$ cat src/rtl/key_conditioner.sv
// Pushbutton front end: 2-flop sync, polarity normalise, debounce, press/release strobes, auto-repeat.
// Latency DEBOUNCE_CYCLES+2 edges from pin change to key_level/strobe; no backpressure, strobes are one cycle.
module key_conditioner #(
    parameter int N_KEYS          = 3,
    parameter int ACTIVE_LOW      = 1,
    parameter int DEBOUNCE_CYCLES = 1000000,
    parameter int REPEAT_DELAY    = 25000000,
    parameter int REPEAT_PERIOD   = 5000000
) (
    input  logic              clk,
    input  logic              rst,
    input  logic [N_KEYS-1:0] key_raw,
    input  logic [N_KEYS-1:0] repeat_en,
    output logic [N_KEYS-1:0] key_level,
    output logic [N_KEYS-1:0] key_pulse,
    output logic [N_KEYS-1:0] key_release,
    output logic              any_pulse
);

    localparam int DW   = $clog2(DEBOUNCE_CYCLES + 1);
    localparam int RMAX = (REPEAT_DELAY > REPEAT_PERIOD) ? REPEAT_DELAY : REPEAT_PERIOD;
    localparam int RW   = $clog2(RMAX + 1);
    localparam logic [DW-1:0] DEB_LAST = DW'(DEBOUNCE_CYCLES - 1);
    localparam logic [RW-1:0] DLY_LAST = RW'(REPEAT_DELAY - 1);
    localparam logic [RW-1:0] PER_LAST = RW'(REPEAT_PERIOD - 1);

    typedef enum logic [1:0] {IDLE, HELD, REPEAT} rpt_state_e;

    logic [N_KEYS-1:0] key_norm;
    logic [N_KEYS-1:0] sync0_q;
    logic [N_KEYS-1:0] sync1_q;

    assign key_norm = (ACTIVE_LOW != 0) ? ~key_raw : key_raw;

    always_ff @(posedge clk or negedge rst) begin
        if (!rst) begin
            sync0_q <= '0;
            sync1_q <= '0;
        end else begin
            sync0_q <= key_norm;
            sync1_q <= sync0_q;
        end
    end

    for (genvar i = 0; i < N_KEYS; i++) begin : g_key
        logic [DW-1:0] dcnt_q, dcnt_d;
        logic [RW-1:0] rcnt_q, rcnt_d;
        logic          level_q, level_d;
        logic          pulse_q, pulse_d;
        logic          release_q, release_d;
        logic          press_acc, release_acc;
        rpt_state_e    state_q, state_d;

        // Any sample agreeing with the accepted level restarts the stability count.
        always_comb begin
            dcnt_d      = '0;
            level_d     = level_q;
            press_acc   = 1'b0;
            release_acc = 1'b0;
            if (sync1_q[i] != level_q) begin
                if (dcnt_q == DEB_LAST) begin
                    level_d     = ~level_q;
                    press_acc   = ~level_q;
                    release_acc = level_q;
                end else begin
                    dcnt_d = dcnt_q + 1'b1;
                end
            end
        end

        // Release pre-empts any repeat strobe that would land on the same edge.
        always_comb begin
            state_d   = state_q;
            rcnt_d    = rcnt_q;
            pulse_d   = 1'b0;
            release_d = release_acc;
            if (release_acc) begin
                state_d = IDLE;
                rcnt_d  = '0;
            end else begin
                case (state_q)
                    IDLE: begin
                        if (press_acc) begin
                            pulse_d = 1'b1;
                            rcnt_d  = '0;
                            state_d = repeat_en[i] ? HELD : IDLE;
                        end
                    end
                    HELD: begin
                        if (rcnt_q == DLY_LAST) begin
                            pulse_d = 1'b1;
                            rcnt_d  = '0;
                            state_d = REPEAT;
                        end else begin
                            rcnt_d = rcnt_q + 1'b1;
                        end
                    end
                    REPEAT: begin
                        if (rcnt_q == PER_LAST) begin
                            pulse_d = 1'b1;
                            rcnt_d  = '0;
                        end else begin
                            rcnt_d = rcnt_q + 1'b1;
                        end
                    end
                    default: begin
                        state_d = IDLE;
                        rcnt_d  = '0;
                    end
                endcase
            end
        end

        always_ff @(posedge clk or negedge rst) begin
            if (!rst) begin
                dcnt_q    <= '0;
                rcnt_q    <= '0;
                level_q   <= 1'b0;
                pulse_q   <= 1'b0;
                release_q <= 1'b0;
                state_q   <= IDLE;
            end else begin
                dcnt_q    <= dcnt_d;
                rcnt_q    <= rcnt_d;
                level_q   <= level_d;
                pulse_q   <= pulse_d;
                release_q <= release_d;
                state_q   <= state_d;
            end
        end

        assign key_level[i]   = level_q;
        assign key_pulse[i]   = pulse_q;
        assign key_release[i] = release_q;
    end

    assign any_pulse = |key_pulse;

endmodule
$ cat config.mk
export PLATFORM = sky130hd
export DESIGN_NAME = key_conditioner
export DESIGN_NICKNAME = d
export VERILOG_FILES = /design/src/rtl/key_conditioner.sv
export SDC_FILE = /design/constraint.sdc
export NUM_CORES = 1
export LEC_CHECK = 0
export ABC_AREA = 0
export CAP_MARGIN = 40
export CORE_ASPECT_RATIO = 0.7
export CORE_UTILIZATION = 50
export CTS_CLUSTER_DIAMETER = 40
export DETAILED_ROUTE_END_ITERATION = 16
export PLACE_DENSITY = 0.7
export SLEW_MARGIN = 0
export SYNTH_ARGS = -nofsm -noshare
export SYNTH_HDL_FRONTEND = slang
export SYNTH_SLANG_ARGS = --single-unit
export TNS_END_PERCENT = 1
$ cat constraint.sdc
create_clock -name clk -period 2.92 [get_ports clk]
set_input_delay 0.292 -clock clk [delete_from_list [all_inputs] [get_ports clk]]
set_output_delay 0.292 -clock clk [all_outputs]
set_load 0.05 [all_outputs]
== Yosys cells after proc, flatten, opt, wreduce, memory -nomap -nowiden ==
Cells that the tools add are included.

* Equality and inequality tests: 27
* Reductions and logical operators: 10
* Muxes and demuxes: 63
* Bitwise gates (word level): 4
* $add $sub $neg: 6

{| class="wikitable"
|+ Operator list
! operator !! number
|-
| $mux 25 || 12
|-
| $pmux 25 s3 || 3
|-
| $mux 20 || 6
|-
| $add 25x1->25 const B || 3
|-
| $eq 25x23->1 const B || 3
|-
| $eq 25x25->1 const B || 3
|-
| $add 20x1->20 const B || 3
|-
| $eq 20x20->1 const B || 3
|-
| $mux 1 || 27
|-
| $mux 2 || 9
|-
| $ne 3x3->1 const B || 6
|-
| $pmux 2 s3 || 3
|-
| $pmux 1 s3 || 3
|-
| $reduce_and 3->1 || 3
|-
| $eq 2x1->1 const B || 3
|-
| $eq 2x2->1 const B || 3
|-
| $logic_not 2->1 || 3
|-
| $ne 2x2->1 const B || 3
|-
| $reduce_and 2->1 || 3
|-
| $ne 1x1->1 || 3
|-
| $not 1->1 || 3
|-
| $not 3->3 || 1
|-
| $reduce_or 3->1 || 1
|}

* Output and inout port bits: 10
* Word-level logic and storage cells: 130
* Input port bits: 8
* Register bits after elaboration: 156

== Logic depth before layout (Yosys ltp) ==
Gate-level depths: netlist of the first run.

* Depth in word-level cells: 6
* Depth in mapped cells: 9
* Depth with buffers taken out: 7

== Worst setup path after synthesis of the first run ==
No wires, ideal clock.

* Path kind: register -> register
* Start point: reg g_key[0].dcnt_q[0]
* End point: reg g_key[0].rcnt_q[17]
* Data required time: 2.851 ns
* Setup slack: 0.428 ns
* Data arrival time: 2.423 ns
* Clock period less this slack: 2.492 ns
* Stages on the path, launching flop included: 10
* Library setup time: 0.069 ns
* Buffers on the path: 2
* Cells stage by stage: dfrtp_1 ha_1 nand4_2 or4_1 buf_2 o31a_1 a211o_1 buf_2 or3_1 nand3_1

* Longest elaborated chain between the ends: 4
* Elaborated cells on any way between the ends: 7
* Those cells by class: eq/ne: 2; mux: 5

{| class="wikitable"
|+ Ends and longest elaborated chain
! element !! line !! source
|-
| start, declared || 46 || <nowiki>logic [DW-1:0] dcnt_q, dcnt_d;</nowiki>
|-
| start signal, assigned || 123 || <nowiki>dcnt_q <= dcnt_d;</nowiki>
|-
| $eq 20x20->1 * || 61 || <nowiki>if (dcnt_q == DEB_LAST) begin</nowiki>
|-
| $mux 1 || 61 ||
|-
| $mux 1 || 60 || <nowiki>if (sync1_q[i] != level_q) begin</nowiki>
|-
| $ne 3x3->1 (no line) or $mux 25 (tied branches) || -- ||
|-
| end signal, assigned || 124 || <nowiki>rcnt_q <= rcnt_d;</nowiki>
|-
| end, declared || 47 || <nowiki>logic [RW-1:0] rcnt_q, rcnt_d;</nowiki>
|}

Every way passes the cells marked *; elsewhere a longest branch is shown, timed or not.
A chain may end at the register's enable or synchronous reset.

== Worst setup path after layout of the first run ==
* Start point: reg g_key[0].dcnt_q[0]
* End point: reg g_key[0].rcnt_q[6]

Same word-level chain as after synthesis.

==> results.json, run 1 <==
{
  "path_max_fanout": 13,
  "cp_cell_sequence": "ha_1, nand4_2, or4_1, o31a_1, a211o_2, buf_4, or3_1, nand3_1",
  "hpwlAfterDp_um": 12300,
  "synth-main-ff-cell": "dfrtp_1",
  "synth-seq-cells": 156,
  "hold_path.class": "input port to register",
  "worst_pin_slew_ns": 0.750,
  "filler_cell_count": 1441,
  "p_leak_nw": 3.95,
  "antenna_found_initial": 0,
  "core_area_um2": 16400,
  "hold_violations": 0,
  "peakVddDrop_mv": 0.280,
  "design_area_um2": 9520,
  "die_w_um": 157,
  "dr.pass1.iters": 5,
  "grt_setup_unrepaired": "false",
  "crit_slowest_cell": "or4_1",
  "diodes": 0,
  "power_per_cell_area_nw_per_um2": 486,
  "setup_viol": 0,
  "ant_nets": 0,
  "arrival_ns": 3.06,
  "cts_tree": "built",
  "slew_headroom_pct": 49.6,
  "fmax_mhz": 370,
  "finalClockSkew_ns": 0.00865,
  "synth_cell_type_count": 55,
  "routed_wl_um": 18300,
  "syn_inst": 929,
  "cts_buffer_depth": 2,
  "clkTransAtPathRegs_ns": 0.06,
  "track_usage_pct": 22.7,
  "num_vias": 6939,
  "yosysSeqAreaShare_pct": 46.4,
  "grt_first_pass_wirelength_um": 31600,
  "async_flop_share_pct": 100,
  "crit_required_ns": 3.28,
  "cts_made_buffers": 17,
  "routabilityCongestion": 0.811,
  "root_buffer": "clkbuf_16",
  "grt-ovfl-total": 0,
  "multi_input_area_um2": 4210,
  "portBuffers": 17,
  "fin_nets": 979,
  "cp-start-kind": "register",
  "wire_per_inst_um": 15.4,
  "avgSynthCellArea_um2": 9.07,
  "insertion_delay_ns": 0.42,
  "post_cts_buffers": 0,
  "drive_gt1_share_pct": 7.37,
  "end_kind": "register",
  "detail_route.iter0.violations": 680,
  "htreeDepth": 4,
  "initial_core_util_pct": 51.4,
  "tns_ns": 0,
  "synth_edf_count": 0,
  "fp.dieH_um": 111,
  "ioPinCount": 18,
  "grt_pass1_vias": 6345,
  "period_minus_slack_ns": 2.70,
  "rows": 39,
  "yosysWarnings": 0,
  "synthesis.nets": 956,
  "grt_max_degree": 66,
  "syn-cell-area_um2": 8420,
  "status": "complete, no violations",
  "drc": 0,
  "max_stage_delay_ns": 0.65,
  "areaGrowthSynthToFinish_pct": 13.1,
  "placed_area_um2": 8900,
  "die_area_um2": 17400,
  "finalCritPeriodShare_pct": 92.5,
  "via_per_inst": 5.84,
  "slew_violations": 0,
  "cap_violations": 0,
  "critPathKind": "register to register",
  "ff_latch_area_um2": 3900,
  "clock_sinks": 156
}
## metrics by stage
step	setup WS (ns)	hold slack, ns	std cells	power, mW	util [%]
finish	0.220	0.343	1188	4.63	58.1
global route	0.0593	0.343	1188	4.78	58.1
CTS	0.172	0.327	1188	4.67	58.1
detailed placement	0.184	0.322	1157	2.33	54.3
global placement	0.230	0.322	1157	2.33	54.3
floorplan	0.428	-0.00359	929	2.26	-
## Yosys cell counts (3+ instances only)
cell type,count,area share (%)
o311ai_0,21,2.2
nor4b_1,8,0.83
a31oi_1,7,0.52
nand4_1,31,2.3
and4_1,11,1.1
nor3_1,13,0.77
o31ai_1,11,0.98
xor2_1,38,4.0
or3_1,24,1.8
a22oi_1,3,0.27
clkbuf_1,20,0.89
o311ai_1,6,0.62
and2_1,9,0.67
nand2_1,109,4.9
o31a_1,4,0.42
xnor2_1,22,2.3
a21o_1,6,0.53
buf_2,6,0.36
nor4_1,13,0.97
nor2b_1,3,0.22
nand4b_1,3,0.31
or2_2,11,0.82
o21ai_0,26,1.5
a21oi_1,21,1.2
dfrtp_1,156,46
nor3b_1,5,0.45
o22ai_1,5,0.37
nand3b_1,4,0.36
o41ai_1,7,0.73
or4_1,9,0.80
nor2_1,94,4.2
buf_4,9,0.80
nand3_1,118,7.0
mux2_2,3,0.40
and3_1,14,1.0
ha_1,19,2.8
inv_1,35,1.6
## routing by layer
layer / GRT usage (%) / part of all wire [%] / vias up
li1: - / - / 3415
met1: 37.0 / 53 / 3321
met2: 29.5 / 41 / 189
met3: 4.95 / 5.3 / 14
met4: 6.67 / 0.87 / 0
met5: 0 / 0 / -
## flip-flops by register name, summed over array words and instances (netlist names)
signal,flops
sync1_q,3
g_key.rcnt_q,75
g_key.pulse_q,3
sync0_q,3
g_key.state_q,6
g_key.level_q,3
g_key.dcnt_q,60
g_key.release_q,3
## final timing paths
check	startpoint	depth (start not counted)	to	slack, ns
max	g_key[0].dcnt_q[0]	8	g_key[0].rcnt_q[6]	0.22
min	key_raw[2]	2	sync0_q[2]	0.34
max reg2reg	g_key[0].dcnt_q[0]	8	g_key[0].rcnt_q[6]	0.22
min reg2reg	sync0_q[2]	0	sync1_q[2]	0.35
max in group asynchronous	rst	3	g_key[1].rcnt_q[20]	1.65
min in group asynchronous	rst	2	g_key[2].rcnt_q[23]	0.41
## placed cells by master, fill, tap and decap left out, drive strengths merged, types with 6 or more instances in the layout
cell | synthesis | layout
dfrtp | 156 | 156
nand3 | 118 | 118
nand2 | 109 | 109
nor2 | 94 | 94
xor2 | 38 | 38
inv | 35 | 35
nand4 | 32 | 32
o311ai | 27 | 27
o21ai | 26 | 26
or3 | 24 | 24
buf | 17 | 24
clkbuf | 20 | 23
xnor2 | 22 | 22
a21oi | 21 | 21
ha | 19 | 19
clkdlybuf4s50 | 0 | 16
and3 | 14 | 14
nor4 | 14 | 14
nor3 | 13 | 13
o31ai | 12 | 12
or2 | 11 | 11
and4 | 11 | 11
or4 | 9 | 9
and2 | 9 | 9
nor4b | 8 | 8
a31oi | 7 | 7
o41ai | 7 | 7
a21o | 6 | 6
## where the power goes
part / internal, mW / switching, mW
Sequential: 2.18 / 0.0137
Combinational: 0.0270 / 0.0694
Clock: 1.49 / 0.853
Total: 3.69 / 0.937
## cell families after synthesis
family	after synthesis	synth area share [%]
XOR/XNOR	60	6.24
multiplexers	5	0.639
adder cells (fa/ha/maj)	19	2.82
flip-flops	156	46.4
AND/OR/NAND/NOR	487	29.5
buffers and inverters	72	3.70
AO/OA/AOI/OAI	130	10.8
## area by class of cell
type | count | share of cell area (%)
clock buffers | 23 | 5.02
clock inverters | 7 | 1.45
inverters | 35 | 1.38
multi-input cells | 701 | 44.2
flip-flops and latches | 156 | 41.0
well taps | 225 | 2.96
repair buffers | 41 | 3.98
## critical path, delay by kind of cell (launching register included)
kind                     cells  cell delay (ns)
flip-flops                   1             0.38
AO/OA/AOI/OAI                2             0.68
AND/OR/NAND/NOR              4             1.14
buffers and inverters        1             0.20
adder cells (fa/ha/maj)      1             0.23
## timing repair
item	CTS	global route
setup endpoints to repair	0	1
resized for setup	0	1
hold buffers	1	0
endpoints found under the hold margin	61	0
Note: power is estimated with default switching activity, not from simulation.
==> run 2: changes to the inputs <==
PLACE_DENSITY = 0.73   (was 0.7)
clock period = 2.2 ns   (was 2.92 ns; I/O delays follow)
==> run 2 against run 1 <==
  * The run now ends with negative setup slack left
  * Register-to-register slack worse by 0.32 ns
  * Die area did not move
  * First-iteration DRC count down 9.6%
  * Utilization rose by 7.7 points
  * Critical path type unchanged
  * Critical endpoint is now g_key[0].rcnt_q[12]
==> results.json, run 2 (same netlist as run 1, synthesis figures left out) <==
{
  "dp_cells": 1271,
  "largest_register_ffs": 75,
  "arrival_ns": 2.65,
  "htreeDepth": 4,
  "routabilityCongestion": 0.872,
  "p_leak_nw": 4.72,
  "rows": 39,
  "cap_violations": 0,
  "finalClockSkew_ns": 0.0100,
  "worst_pin_slew_ns": 0.679,
  "final_common_cell": "dfrtp_1",
  "via_per_inst": 5.69,
  "reg.largest.list": "g_key.rcnt_q (75), g_key.dcnt_q (60), g_key.state_q (6)",
  "ant_nets": 0,
  "num_vias": 7426,
  "rrSetupSlack_ns": -0.1,
  "hold_path.class": "input port to register",
  "wire_per_inst_um": 15.2,
  "peakVddDrop_mv": 0.430,
  "final_cell_count_no_fill": 1306,
  "grt_max_degree": 57,
  "cts_made_buffers": 17,
  "grt_first_pass_wirelength_um": 33900,
  "drive_gt1_share_pct": 21.0,
  "setup_ws_ns": -0.0990,
  "setup_viol": 43,
  "fp.dieH_um": 111,
  "die_w_um": 157,
  "hold_violations": 0,
  "insertion_delay_ns": 0.43,
  "areaGrowthSynthToFinish_pct": 28.1,
  "portBuffers": 17,
  "tns_ns": -1.66,
  "total_power_mw": 6.25,
  "period_minus_slack_ns": 2.30,
  "detail_route.iter0.violations": 615,
  "antenna_found_initial": 0,
  "hold_ws_ns": 0.273,
  "critPathKind": "register to register",
  "fin_nets": 1095,
  "drc": 0,
  "dp_slack_ns": -0.202,
  "layout.cells.most_common_list": "dfrtp_1, buf_4, nand3_1",
  "utilization_pct": 65.8,
  "slew_violations": 0,
  "crit_required_ns": 2.55,
  "clock_sinks": 156,
  "placed_area_um2": 9850,
  "root_buffer": "clkbuf_16",
  "grt-ovfl-total": 0,
  "ioPinCount": 18,
  "cp-start-kind": "register",
  "die_area_um2": 17400,
  "slew_headroom_pct": 54.3,
  "cts_tree": "built",
  "diodes": 0,
  "violations": "negative setup slack",
  "end_kind": "register",
  "largest_register": "g_key.rcnt_q",
  "clkTransAtPathRegs_ns": 0.06,
  "path_max_fanout": 7,
  "status": "finished, violations left",
  "track_usage_pct": 24.1,
  "initial_core_util_pct": 51.4,
  "grt_pass1_vias": 7157,
  "power_per_cell_area_nw_per_um2": 580,
  "design_area_um2": 10800,
  "fmax_mhz": 435,
  "finalCritPeriodShare_pct": 104,
  "grt_setup_unrepaired": "true",
  "core_area_um2": 16400,
  "hpwlAfterDp_um": 13300,
  "dr.pass1.iters": 5,
  "routed_wl_um": 19900,
  "cts_buffer_depth": 2
}
-- run 2: cell count changes in the layout (fill, tap and decap cells not counted), moves of 5 or more --
cell	before	now
o311ai_1	6	16
o311ai_2	0	10
o41ai_2	0	5
o21ai_0	26	21
o311ai_0	21	1
buf_4	21	128
buf_12	2	9
o41ai_1	7	2
-- run 2: worst paths after layout --
path | startpoint | to | cells after the start
setup / recovery | g_key[0].dcnt_q[15] | g_key[0].rcnt_q[12] | 7
hold / removal | key_raw[0] | sync0_q[0] | 2
setup reg to reg | g_key[0].dcnt_q[15] | g_key[0].rcnt_q[12] | 7
hold reg to reg | sync0_q[2] | sync1_q[2] | 0
max in group asynchronous | rst | g_key[1].rcnt_q[15] | 3
min in group asynchronous | rst | g_key[0].rcnt_q[13] | 2
-- run 2: power by group --
part	switching, mW	internal [mW]	leakage [nW]
clock network	1.21	1.97	0.310
logic	0.107	0.0639	2.29
registers	0.0148	2.89	2.12
total	1.33	4.92	4.72
-- run 2: area by class of cell --
class	instances	area, um^2
fill	1304	5610
multi-input combinational	701	4480
sequential	156	3900
timing repair buffer	157	1350
clock buffer	19	453
tap	225	282
clock inverter	13	189
inverter	35	131
-- run 2: routing by layer --
| metal | track usage, % | wire length, um | part of all wire [%] |
|---|---|---|---|
| met2 | 36.5 | 9020 | 45 |
| met4 | 6.15 | 165 | 0.83 |
| met5 | 0 | 0 | 0 |
| met3 | 4.79 | 1060 | 5.3 |
| met1 | 35.4 | 9660 | 49 |
-- run 2: critical path, cell delays in order, from the launching register on --
cell,delay (ns)
dfrtp_1,0.37
nand4b_1,0.17
or4_4,0.52
o31a_1,0.29
a211o_1,0.31
buf_6,0.16
or3_1,0.33
nand3_1,0.09
-- run 2: repair_timing --
item / CTS / global route
endpoints found under the setup margin: 72 / 79
resized for setup: 31 / 38
pin swaps: 14 / 7
endpoints found under the hold margin: 49 / 0
hold buffers: 1 / 0
setup buffers: 2 / 0
==> run 3: changes to the inputs <==
CORE_ASPECT_RATIO = not set   (was 0.7)
==> run 3 against run 2 <==
  * Register-to-register slack barely moved
  * Final area rose by 0.88%
  * Largest cell class unchanged
  * Setup slack got worse by 0.0083 ns
  * Critical path type unchanged
  * The run still ends with negative setup slack left
  * Non-clock buffer count rose by 12
==> results.json, run 3 (same netlist as run 1, synthesis figures left out) <==
{
  "period_minus_slack_ns": 2.31,
  "ff_latch_area_um2": 3900,
  "arrival_ns": 2.66,
  "power_per_cell_area_nw_per_um2": 550,
  "design_area_um2": 10900,
  "cts_buffer_depth": 2,
  "grt_pass1_vias": 7148,
  "track_usage_pct": 23.3,
  "finalClockSkew_ns": 0.00872,
  "cap_violations": 0,
  "areaGrowthSynthToFinish_pct": 29.2,
  "finalCritPeriodShare_pct": 105,
  "layout.cells.most_common_list": "dfrtp_1, buf_4, nand3_1",
  "p_leak_nw": 4.78,
  "final_common_cell": "dfrtp_1",
  "num_vias": 7521,
  "slew_violations": 0,
  "status": "finished, violations left",
  "max_stage_delay_ns": 0.53,
  "slew_headroom_pct": 63.4,
  "wire_per_inst_um": 14.8,
  "largest_register": "g_key.rcnt_q",
  "setup_viol": 32,
  "ioPinCount": 18,
  "die_w_um": 132,
  "dp_cells": 1276,
  "drc": 0,
  "grt_max_degree": 50,
  "ant_nets": 0,
  "hold_ws_ns": 0.269,
  "diodes": 0,
  "portBuffers": 17,
  "regToRegEndpoint": "g_key[0].rcnt_q[13]",
  "clock_sinks": 156,
  "fmax_mhz": 433,
  "hold_path.class": "input port to async pin",
  "grt_first_pass_wirelength_um": 33000,
  "multi_input_area_um2": 4570,
  "grt-ovfl-total": 0,
  "final_cell_count_no_fill": 1311,
  "peakVddDrop_mv": 0.565,
  "cp-start-kind": "register",
  "worstReg2RegStart": "g_key[0].dcnt_q[15]",
  "cts_made_buffers": 17,
  "end_kind": "register",
  "largest_register_ffs": 75,
  "critPathKind": "register to register",
  "htreeDepth": 4,
  "crit_required_ns": 2.56,
  "initial_core_util_pct": 51.0,
  "root_buffer": "clkbuf_16",
  "path_max_fanout": 6,
  "r2r.worst_path.cells": 7,
  "fp.dieH_um": 132,
  "hpwlAfterDp_um": 13100,
  "routed_wl_um": 19500,
  "die_area_um2": 17400,
  "setup_ws_ns": -0.107,
  "antenna_found_initial": 0,
  "dp_slack_ns": -0.198,
  "insertion_delay_ns": 0.42,
  "placed_area_um2": 9880,
  "cp_cell_sequence": "nand4b_1, or4_4, o31a_1, a211o_4, buf_6, or3_1, nand3_1",
  "fin_nets": 1107,
  "drive_gt1_share_pct": 22.1,
  "filler_cell_count": 1304,
  "violations": "negative setup slack",
  "grt_setup_unrepaired": "true",
  "detail_route.iter0.violations": 558,
  "dr.pass1.iters": 5,
  "tns_ns": -1.50,
  "via_per_inst": 5.74,
  "cts_tree": "built",
  "routabilityCongestion": 0.864,
  "core_area_um2": 16500,
  "clkTransAtPathRegs_ns": 0.06,
  "rows": 47,
  "crit_slowest_cell": "or4_4",
  "rrSetupSlack_ns": -0.11,
  "worst_pin_slew_ns": 0.545,
  "reg.largest.list": "g_key.rcnt_q (75), g_key.dcnt_q (60), g_key.state_q (6)",
  "hold_violations": 0
}
==> run 3: cell count changes in the layout (fill, tap and decap cells not counted), moves of 3 or more <==
cell	before	now
buf_4	128	138
buf_6	3	9
o311ai_1	16	11
buf_12	9	5
clkinv_4	4	0
clkbuf_8	2	5
==> run 3: how the worst max path moves through the flow <==
stage,start,to,slack (ns),cells after the start
floorplan,g_key[0].dcnt_q[0],g_key[0].rcnt_q[17],-0.15,9
global placement,g_key[0].dcnt_q[1],g_key[0].rcnt_q[13],-0.17,8
detailed placement,g_key[0].dcnt_q[15],g_key[0].rcnt_q[13],-0.20,7
CTS,g_key[0].dcnt_q[15],g_key[0].rcnt_q[13],-0.12,7
global route,g_key[1].dcnt_q[1],g_key[1].rcnt_q[21],-0.20,9
finish,g_key[0].dcnt_q[15],g_key[0].rcnt_q[13],-0.11,7
==> run 3: metal layers <==
layer	track usage (%)	wire length (um)	up-vias
li1	-	-	3674
met1	31.5	9040	3658
met2	37.7	9360	165
met3	5.07	766	24
met4	6.78	291	0
met5	0	0	-
==> run 3: what timing repair did <==
action	4_1_cts	5_1_grt
buffers inserted	0	4
hold endpoints to repair	36	0
hold buffers	1	0
pin swaps	9	13
setup endpoints to repair	76	76
gates resized for setup	32	47
==> run 3: power by group <==
group	switching [mW]	internal (mW)	total, mW
sequential	0.0141	2.89	2.90
combinational	0.104	0.0573	0.162
clock	1.11	1.80	2.92
==> run 3: through the flow <==
step                power (mW)  utilization [%]
floorplan                 3.01                -
global placement          3.12             59.8
detailed placement        3.12             59.8
CTS                       6.05             64.3
global route              6.20             65.8
finish                    5.98             65.8
==> run 3: critical path: cells and delay by family (launching register included) <==
kind	cells	cell delay, ns
AOI/OAI and AO/OA	2	0.60
and+or+nand+nor	4	1.14
DFF	1	0.37
buffers and inverters	1	0.13
==> run 3: area by class of cell <==
type | count | share of cell area, %
clock inverters | 6 | 0.782
flip-flops and latches | 156 | 35.9
repair buffers | 169 | 13.0
inverters | 35 | 1.21
multi-input cells | 701 | 42.0
well taps | 220 | 2.53
clock buffers | 24 | 4.61
